===== src/rtl/loadstore_unit_if.sv =====
// Request/response and data-memory bundle of the load/store unit.
// The slave view belongs to the unit itself; the master view is the
// processor and memory side that issues requests and answers reads.
interface loadstore_unit_if;
  logic        req_valid;
  logic        req_ready;
  logic        req_write;
  logic [1:0]  req_size;
  logic        req_signed;
  logic [31:0] req_addr;
  logic [31:0] req_wdata;

  logic        resp_valid;
  logic [31:0] resp_rdata;
  logic        resp_err;
  logic        stall;

  logic        mem_en;
  logic        mem_rw;
  logic [31:0] mem_addr;
  logic [31:0] mem_wdata;
  logic [31:0] mem_rdata;

  modport slave (
    input  req_valid, req_write, req_size, req_signed, req_addr, req_wdata,
    input  mem_rdata,
    output req_ready, resp_valid, resp_rdata, resp_err, stall,
    output mem_en, mem_rw, mem_addr, mem_wdata
  );

  modport master (
    output req_valid, req_write, req_size, req_signed, req_addr, req_wdata,
    output mem_rdata,
    input  req_ready, resp_valid, resp_rdata, resp_err, stall,
    input  mem_en, mem_rw, mem_addr, mem_wdata
  );
endinterface


===== src/rtl/loadstore_unit.sv =====
// Load/store initiator for a word-addressed data memory.
// Handles one byte/half/word request at a time; sub-word stores are
// performed as read-modify-write since the memory only holds whole words.
// Every output is a flop so the memory and pipeline see clean signals.
module loadstore_unit #(
  parameter int MEM_LATENCY = 1,
  parameter int ADDR_W      = 16
) (
  input  logic            clk,
  input  logic            rst,
  loadstore_unit_if.slave bus
);

  localparam logic [1:0] ST_IDLE = 2'd0;
  localparam logic [1:0] ST_RD   = 2'd1;
  localparam logic [1:0] ST_WR   = 2'd2;
  localparam logic [1:0] ST_RESP = 2'd3;

  localparam logic [1:0] SZ_BYTE = 2'b00;
  localparam logic [1:0] SZ_HALF = 2'b01;
  localparam logic [1:0] SZ_WORD = 2'b10;
  localparam logic [1:0] SZ_RSVD = 2'b11;

  localparam int             CNT_W    = (MEM_LATENCY > 1) ? $clog2(MEM_LATENCY) : 1;
  localparam logic [CNT_W-1:0] CNT_LAST = CNT_W'(MEM_LATENCY - 1);

  logic [1:0]       state;
  logic [CNT_W-1:0] rd_cnt;

  // Request fields kept for the whole operation; the requester may change
  // its inputs as soon as the request has been accepted.
  logic             op_write;
  logic [1:0]       op_size;
  logic             op_signed;
  logic [1:0]       op_lane;
  logic [31:0]      op_wdata;

  logic             ready;
  logic             busy;
  logic             resp_pulse;
  logic [31:0]      resp_data;
  logic             resp_error;
  logic             mem_enable;
  logic             mem_write;
  logic [31:0]      word_index;
  logic [31:0]      write_word;

  // Reserved size, misalignment or an address beyond the memory size.
  function automatic logic bad_request(input logic [1:0] size, input logic [31:0] addr);
    logic [31:0] upper;
    upper = addr >> (ADDR_W + 2);
    return (size == SZ_RSVD) ||
           ((size == SZ_HALF) && addr[0]) ||
           ((size == SZ_WORD) && (addr[1:0] != 2'b00)) ||
           (upper != 32'd0);
  endfunction

  // Shift the addressed little-endian lane down and extend it.
  // Half requests are aligned, so the byte-lane shift also fits halves.
  function automatic logic [31:0] load_extract(input logic [31:0] word, input logic [1:0] size,
                                               input logic [1:0] lane, input logic sgn);
    logic [31:0] shifted;
    shifted = word >> {lane, 3'b000};
    case (size)
      SZ_BYTE: load_extract = {{24{sgn & shifted[7]}}, shifted[7:0]};
      SZ_HALF: load_extract = {{16{sgn & shifted[15]}}, shifted[15:0]};
      default: load_extract = word;
    endcase
  endfunction

  // Replace only the addressed lane of the sampled word with store data.
  function automatic logic [31:0] store_merge(input logic [31:0] word, input logic [1:0] size,
                                              input logic [1:0] lane, input logic [31:0] data);
    logic [31:0] lane_mask;
    logic [4:0]  sh;
    sh        = {lane, 3'b000};
    lane_mask = (size == SZ_BYTE) ? 32'h0000_00FF : 32'h0000_FFFF;
    store_merge = (word & ~(lane_mask << sh)) | ((data & lane_mask) << sh);
  endfunction

  // Sequencer: IDLE accepts, RD waits out the memory latency, WR writes one
  // word, RESP pulses the response for a single cycle.
  always_ff @(posedge clk or negedge rst) begin
    if (!rst) begin
      state      <= ST_IDLE;
      rd_cnt     <= '0;
      op_write   <= 1'b0;
      op_size    <= 2'b00;
      op_signed  <= 1'b0;
      op_lane    <= 2'b00;
      op_wdata   <= 32'd0;
      ready      <= 1'b1;
      busy       <= 1'b0;
      resp_pulse <= 1'b0;
      resp_data  <= 32'd0;
      resp_error <= 1'b0;
      mem_enable <= 1'b0;
      mem_write  <= 1'b0;
      word_index <= 32'd0;
      write_word <= 32'd0;
    end else begin
      resp_pulse <= 1'b0;
      case (state)
        ST_IDLE: begin
          if (bus.req_valid) begin
            op_write   <= bus.req_write;
            op_size    <= bus.req_size;
            op_signed  <= bus.req_signed;
            op_lane    <= bus.req_addr[1:0];
            op_wdata   <= bus.req_wdata;
            word_index <= 32'(bus.req_addr[ADDR_W+1:2]);
            ready      <= 1'b0;
            busy       <= 1'b1;
            if (bad_request(bus.req_size, bus.req_addr)) begin
              state      <= ST_RESP;
              resp_pulse <= 1'b1;
              resp_error <= 1'b1;
              resp_data  <= 32'd0;
            end else if (bus.req_write && (bus.req_size == SZ_WORD)) begin
              state      <= ST_WR;
              mem_enable <= 1'b1;
              mem_write  <= 1'b1;
              write_word <= bus.req_wdata;
            end else begin
              state      <= ST_RD;
              mem_enable <= 1'b1;
              mem_write  <= 1'b0;
              rd_cnt     <= '0;
            end
          end
        end
        ST_RD: begin
          if (rd_cnt == CNT_LAST) begin
            if (op_write) begin
              state      <= ST_WR;
              mem_write  <= 1'b1;
              write_word <= store_merge(bus.mem_rdata, op_size, op_lane, op_wdata);
            end else begin
              state      <= ST_RESP;
              mem_enable <= 1'b0;
              resp_pulse <= 1'b1;
              resp_error <= 1'b0;
              resp_data  <= load_extract(bus.mem_rdata, op_size, op_lane, op_signed);
            end
          end else begin
            rd_cnt <= rd_cnt + 1'b1;
          end
        end
        ST_WR: begin
          state      <= ST_RESP;
          mem_enable <= 1'b0;
          mem_write  <= 1'b0;
          resp_pulse <= 1'b1;
          resp_error <= 1'b0;
          resp_data  <= 32'd0;
        end
        default: begin
          state <= ST_IDLE;
          ready <= 1'b1;
          busy  <= 1'b0;
        end
      endcase
    end
  end

  assign bus.req_ready  = ready;
  assign bus.stall      = busy;
  assign bus.resp_valid = resp_pulse;
  assign bus.resp_rdata = resp_data;
  assign bus.resp_err   = resp_error;
  assign bus.mem_en     = mem_enable;
  assign bus.mem_rw     = mem_write;
  assign bus.mem_addr   = word_index;
  assign bus.mem_wdata  = write_word;

endmodule

===== src/flat_wrapper.sv =====
// flat-port wrapper written by rule: the top's interface ports become plain ports
module loadstore_unit_flat 
#(
  parameter int MEM_LATENCY = 1,
  parameter int ADDR_W      = 16
)
  (clk, rst, bus_req_valid, bus_req_write, bus_req_size, bus_req_signed, bus_req_addr, bus_req_wdata, bus_mem_rdata, bus_req_ready, bus_resp_valid, bus_resp_rdata, bus_resp_err, bus_stall, bus_mem_en, bus_mem_rw, bus_mem_addr, bus_mem_wdata);
  loadstore_unit_if bus_i ();
  input  logic clk;
  input  logic rst;
  input wire logic [$bits(bus_i.req_valid)-1:0] bus_req_valid;
  input wire logic [$bits(bus_i.req_write)-1:0] bus_req_write;
  input wire logic [$bits(bus_i.req_size)-1:0] bus_req_size;
  input wire logic [$bits(bus_i.req_signed)-1:0] bus_req_signed;
  input wire logic [$bits(bus_i.req_addr)-1:0] bus_req_addr;
  input wire logic [$bits(bus_i.req_wdata)-1:0] bus_req_wdata;
  input wire logic [$bits(bus_i.mem_rdata)-1:0] bus_mem_rdata;
  output wire logic [$bits(bus_i.req_ready)-1:0] bus_req_ready;
  output wire logic [$bits(bus_i.resp_valid)-1:0] bus_resp_valid;
  output wire logic [$bits(bus_i.resp_rdata)-1:0] bus_resp_rdata;
  output wire logic [$bits(bus_i.resp_err)-1:0] bus_resp_err;
  output wire logic [$bits(bus_i.stall)-1:0] bus_stall;
  output wire logic [$bits(bus_i.mem_en)-1:0] bus_mem_en;
  output wire logic [$bits(bus_i.mem_rw)-1:0] bus_mem_rw;
  output wire logic [$bits(bus_i.mem_addr)-1:0] bus_mem_addr;
  output wire logic [$bits(bus_i.mem_wdata)-1:0] bus_mem_wdata;
  assign bus_i.req_valid = bus_req_valid;
  assign bus_i.req_write = bus_req_write;
  assign bus_i.req_size = bus_req_size;
  assign bus_i.req_signed = bus_req_signed;
  assign bus_i.req_addr = bus_req_addr;
  assign bus_i.req_wdata = bus_req_wdata;
  assign bus_i.mem_rdata = bus_mem_rdata;
  assign bus_req_ready = bus_i.req_ready;
  assign bus_resp_valid = bus_i.resp_valid;
  assign bus_resp_rdata = bus_i.resp_rdata;
  assign bus_resp_err = bus_i.resp_err;
  assign bus_stall = bus_i.stall;
  assign bus_mem_en = bus_i.mem_en;
  assign bus_mem_rw = bus_i.mem_rw;
  assign bus_mem_addr = bus_i.mem_addr;
  assign bus_mem_wdata = bus_i.mem_wdata;
  loadstore_unit #(.MEM_LATENCY(MEM_LATENCY), .ADDR_W(ADDR_W)) u_core (.clk(clk), .rst(rst), .bus(bus_i));
endmodule

===== config.mk =====
export PLATFORM = sky130hd
export DESIGN_NAME = loadstore_unit_flat
export DESIGN_NICKNAME = d
export VERILOG_FILES = /design/src/rtl/loadstore_unit_if.sv /design/src/rtl/loadstore_unit.sv /design/src/flat_wrapper.sv
export SDC_FILE = /design/constraint.sdc
export NUM_CORES = 1
export LEC_CHECK = 0
export CORE_MARGIN = 10
export CORE_UTILIZATION = 46
export CTS_CLUSTER_DIAMETER = 40
export DETAILED_ROUTE_END_ITERATION = 12
export GPL_ROUTABILITY_DRIVEN = 0
export PLACE_DENSITY_LB_ADDON = 0.08
export SKIP_LAST_GASP = 1
export SYNTH_ARGS = -nofsm -noshare
export SYNTH_HDL_FRONTEND = slang
export SYNTH_SLANG_ARGS = --single-unit

===== constraint.sdc =====
create_clock -name clk -period 2.6 [get_ports clk]
set_clock_uncertainty 0.2 [all_clocks]
set_input_delay 0.39 -clock clk [delete_from_list [all_inputs] [get_ports clk]]
set_output_delay 0.39 -clock clk [all_outputs]
set_load 0.005 [all_outputs]

==> out/qor_table.md <==
| Step | Metric | Value |
|---|---|---|
| clocking | Total clock sinks | 110 |
| critical path | Max incr delay on CP | 410 ps |
| detailed routing | DR WL/cell | 20.0 um |
| critical path | Crit start category | flop |
| floorplanning | Row count | 41 |
| synthesis | Synth area leaders | sky130_fd_sc_hd__dfrtp_1, sky130_fd_sc_hd__mux2_2, sky130_fd_sc_hd__nand2_1 |
| critical path | Slowest cell on the critical path | sky130_fd_sc_hd__dfrtp_1 |
| clocking | Number of buffers created by CTS | 9 |
| critical path | CP bufs+invs | 2 |
| critical path | Crit path arrival time | 2340 ps |
| critical path | Setup crit end kind | flop |
| critical path | Gate family responsible for the most delay along the worst path | simple AND/OR/NAND/NOR gates |
| min path | Kind of path behind the tightest hold check | reg2reg |
| synthesis | Count of flip-flops with a built-in enable after synthesis | 0 |
| synthesis | Count of unique library cells instantiated by Yosys | 47 |
| synthesis | Async set-reset flop share out of synthesis | 100% |
| synthesis | Library cell with the highest instance count after synthesis | sky130_fd_sc_hd__dfrtp_1 |
| critical path | Ordered list of cells on the worst path | inv_1 > ha_2 > nor2b_1 > nor3_1 > a31oi_4 > buf_12 > mux2_2 |
| clocking | TritonCTS clock tree | built |
| power | Internal power contribution | 6.32 mW |
| floorplanning | Number of top-level pins | 205 |
| detailed routing | Via density | 5.57 |
| critical path | Critical path origin | u_core.state[1]$_DFFE_PN0N_ |
| synthesis | Synthesized flop and latch total | 110 |
| sta | Pins Over Slew Limit | 0 |
| sta | Setup repair after global routing missed its margin | no |
| job | Max-cap violation count | 0 |
| power | Worst ir drop on vdd | 0.593 mV |
| detailed routing | Total via count in the routed design | 5,493 |
| global route | Global route overflow | 0 |
| global route | Number of global-route vias before repair | 5,674 |
| global route | Overall fraction of global-route tracks in use | 21.4% |
| synthesis | Post-synthesis cell type with the largest combined area | sky130_fd_sc_hd__dfrtp_1 |
| floorplanning | Area enclosed by the die boundary | 18,100 um^2 |
| synthesis | Portion of the post-synthesis area used by sequential elements | 45.5% |
| sta | Minimum clock period after layout | 2310 ps |
| floorplanning | Core footprint | 12,800 um^2 |
| final layout | Area growth from synthesis to layout | 40.2% |
| synthesis | Share of Yosys cell area claimed by the top area cell type | 45.1% |
| min path | Hold path depth | 2 |
| floorplanning | DIE WIDTH | 135 um |
| synthesis | Average instance area after synthesis | 9.56 um^2 |
| global route | First-pass GRT wire length | 30,900 um |
| global route | Antenna violations before repair | 1 |
| clocking | Clock buffer depth | 2 |
| floorplanning | Effective utilization at floorplan | 47.4% |
| global route | Pin count of the biggest net entering global routing | 111 |
| outcome | Status | finished, final reports clean |
| detailed routing | Drt total wl | 19,800 um |
| critical path | Logic depth of the worst path, buffers included | 7 |
| sta | Post-route clock period utilization | 88.7% |
| detailed routing | DR DRC count | 0 |
| sta | Number of setup violations in the final report | 0 |
| detailed routing | First-pass DRT Iterations | 5 |
| synthesis | Post-Syn Area | 6050 um^2 |
| critical path | Crit Path Max Fanout | 16 |
| critical path | Cell depth of the worst flop-to-flop path | 7 |
| synthesis | Dominant synthesized flop cell | sky130_fd_sc_hd__dfrtp_1 |
| placed design | Port bufs | 188 |
| critical path | Reg-to-reg startpoint | u_core.state[1]$_DFFE_PN0N_ |
| power | Total Power Consumption | 10.3 mW |
| sta | Top achievable clock speed | 434 MHz |
| sta | Number of hold violations in the final report | 0 |
| critical path | Register-to-register setup slack | 290 ps |
| critical path | Worst Setup EP | u_core.bus.mem_wdata[14]$_DFFE_PN0P_ |
| power | Comb pwr share | 55.3% |
| power | Switching part of the total | 38.8% |
| final layout | Final net count | 915 |
| sta | Worst rel slew slack | 57.0% |
| detailed routing | Initial detailed-routing violation count | 478 |
| placed design | Setup slack at placement | -44.2 ps |
| power | Power Dens Cells | 1220 nW/um^2 |
| final layout | Layout cells sized above 1 | 13.5% |
| sta | Hold_ws | 286 ps |
| clocking | Clock Pin Slew Worst Setup and Hold Paths | 70 ps |
| power | Clk network pwr share | 13.5% |
| critical path | Capturing point of the worst reg2reg path | u_core.bus.mem_wdata[14]$_DFFE_PN0P_ |
| sta | Final worst setup slack | 294 ps |
| clocking | H-tree depth | 3 |
| power | Sequential fraction of design power | 31.2% |
| power | Standby leakage power | 3.50 nW |
| synthesis | Synth cell count leaders | sky130_fd_sc_hd__dfrtp_1, sky130_fd_sc_hd__nand2_1, sky130_fd_sc_hd__o21ai_0, sky130_fd_sc_hd__mux2_2, sky130_fd_sc_hd__nor2_1 |
| critical path | Critical path data required time | 2640 ps |
| sta | Tightest Pin Transition | 645 ps |
| placed design | Post-detail-place hpwl | 15,100 um |
| floorplanning | Die height | 135 um |
| synthesis | Post-Syn Instances | 633 |
| clocking | Clock latency at the later pin of the worst-skew pair | 360 ps |
| synthesis | Count of warnings emitted by yosys | 0 |
| detailed routing | Number of routed nets with antenna violations | 0 |
| power | Sw Pwr | 4.00 mW |
| critical path | WS Path Type | reg2reg |
| clocking | Root buf cell | sky130_fd_sc_hd__clkbuf_16 |
[power by group through the flow]
stage / clock network [mW] / registers, mW / logic (mW)
after CTS: 1.42 / 3.22 / 5.74
after floorplan: 0 / 3.10 / 3.21
final: 1.39 / 3.22 / 5.71
after global routing: 1.49 / 3.33 / 6.24
after global placement: 0 / 3.20 / 5.58
after detailed placement: 0 / 3.24 / 5.70
[worst min path at each step]
stage,slack [ps],startpoint,end
after floorplan,-110,rst,u_core.bus.mem_addr[0]$_DFFE_PN0P_
after global placement,250,u_core.bus.resp_rdata[7]$_DFFE_PN0P_,u_core.bus.resp_rdata[7]$_DFFE_PN0P_
after detailed placement,270,u_core.bus.resp_rdata[1]$_DFFE_PN0P_,u_core.bus.resp_rdata[1]$_DFFE_PN0P_
after CTS,290,u_core.bus.resp_rdata[1]$_DFFE_PN0P_,u_core.bus.resp_rdata[1]$_DFFE_PN0P_
after global routing,310,u_core.bus.mem_wdata[3]$_DFFE_PN0P_,u_core.bus.mem_wdata[3]$_DFFE_PN0P_
final,290,u_core.bus.resp_rdata[1]$_DFFE_PN0P_,u_core.bus.resp_rdata[1]$_DFFE_PN0P_
[area by class of cell]
class	instances	area, um^2
Antenna cell	1	2.50
Clock buffer	13	250
Clock inverter	3	43.8
Fill cell	1047	4290
Inverter	23	86.3
Multi-Input combinational cell	452	2970
Sequential cell	110	2750
Tap cell	172	215
Timing Repair Buffer	212	2160
[timing repair]
item                      4_1_cts  5_1_grt
hold buffers                    1        0
hold endpoints to repair      109        0
gates resized for setup         0        0
setup buffers                   0        0
[registers in the layout, summed over array words and instances, names as in the netlist]
signal,cells
u_core.bus.mem_addr,16
u_core.bus.mem_en,1
u_core.bus.mem_rw,1
u_core.bus.mem_wdata,32
u_core.bus.req_ready,1
u_core.bus.resp_err,1
u_core.bus.resp_rdata,32
u_core.bus.resp_valid,1
u_core.bus.stall,1
u_core.op_lane,2
u_core.op_signed,1
u_core.op_size,2
u_core.op_wdata,16
u_core.op_write,1
u_core.state,2
[per-layer routing]
layer | GRT usage, % | wire (um)
met5 | 0 | 0
met4 | 8.34 | 466
met3 | 5.49 | 1700
met2 | 36.7 | 9900
met1 | 25.0 | 7700
[placed cells by master, fill, tap and decap left out, drive strengths merged, types with 2 or more instances in the layout]
| master | instances |
|---|---|
| nand3 | 10 |
| dfrtp | 109 |
| ha | 4 |
| nor2b | 5 |
| clkbuf | 13 |
| o221ai | 23 |
| clkinv | 3 |
| nand2 | 89 |
| nor3 | 3 |
| nor2 | 52 |
| o211ai | 7 |
| a21oi | 19 |
| a211o | 2 |
| a31oi | 18 |
| and2 | 2 |
| mux2i | 18 |
| inv | 22 |
| a22oi | 7 |
| nor4 | 2 |
| o31a | 2 |
| clkdlybuf4s50 | 187 |
| o211a | 2 |
| mux2 | 54 |
| o22a | 17 |
| o21ai | 64 |
| conb | 16 |
| buf | 24 |
| o31ai | 9 |
| o22ai | 17 |
| or2 | 2 |
[worst min-delay path: stages, from the launching register on]
cell and delay [ps]:
sky130_fd_sc_hd__dfrtp_1 350, sky130_fd_sc_hd__nand2_1 50, sky130_fd_sc_hd__o21ai_0 60
[logic make-up after synthesis]
logic type | count (synthesis) | share of synthesized area (%)
AND/OR/NAND/NOR | 169 | 11.7
other | 1 | 0.0620
AO/OA/AOI/OAI | 191 | 22.0
adder cells (fa/ha/maj) | 4 | 0.827
buffers and inverters | 86 | 6.80
multiplexers | 72 | 13.0
flip-flops | 110 | 45.5
[per-stage QoR]
step,cells,cell area [um^2],util [%],setup TNS (ps)
2_1_floorplan,648,6110,-,0
5_1_grt,986,8480,66.4,0
3_3_place_gp,968,8180,64.0,0
6_report,986,8480,66.4,0
4_1_cts,985,8480,66.4,0
3_5_place_dp,968,8180,64.0,-89.3
Note: power is estimated with default switching activity, not from simulation.
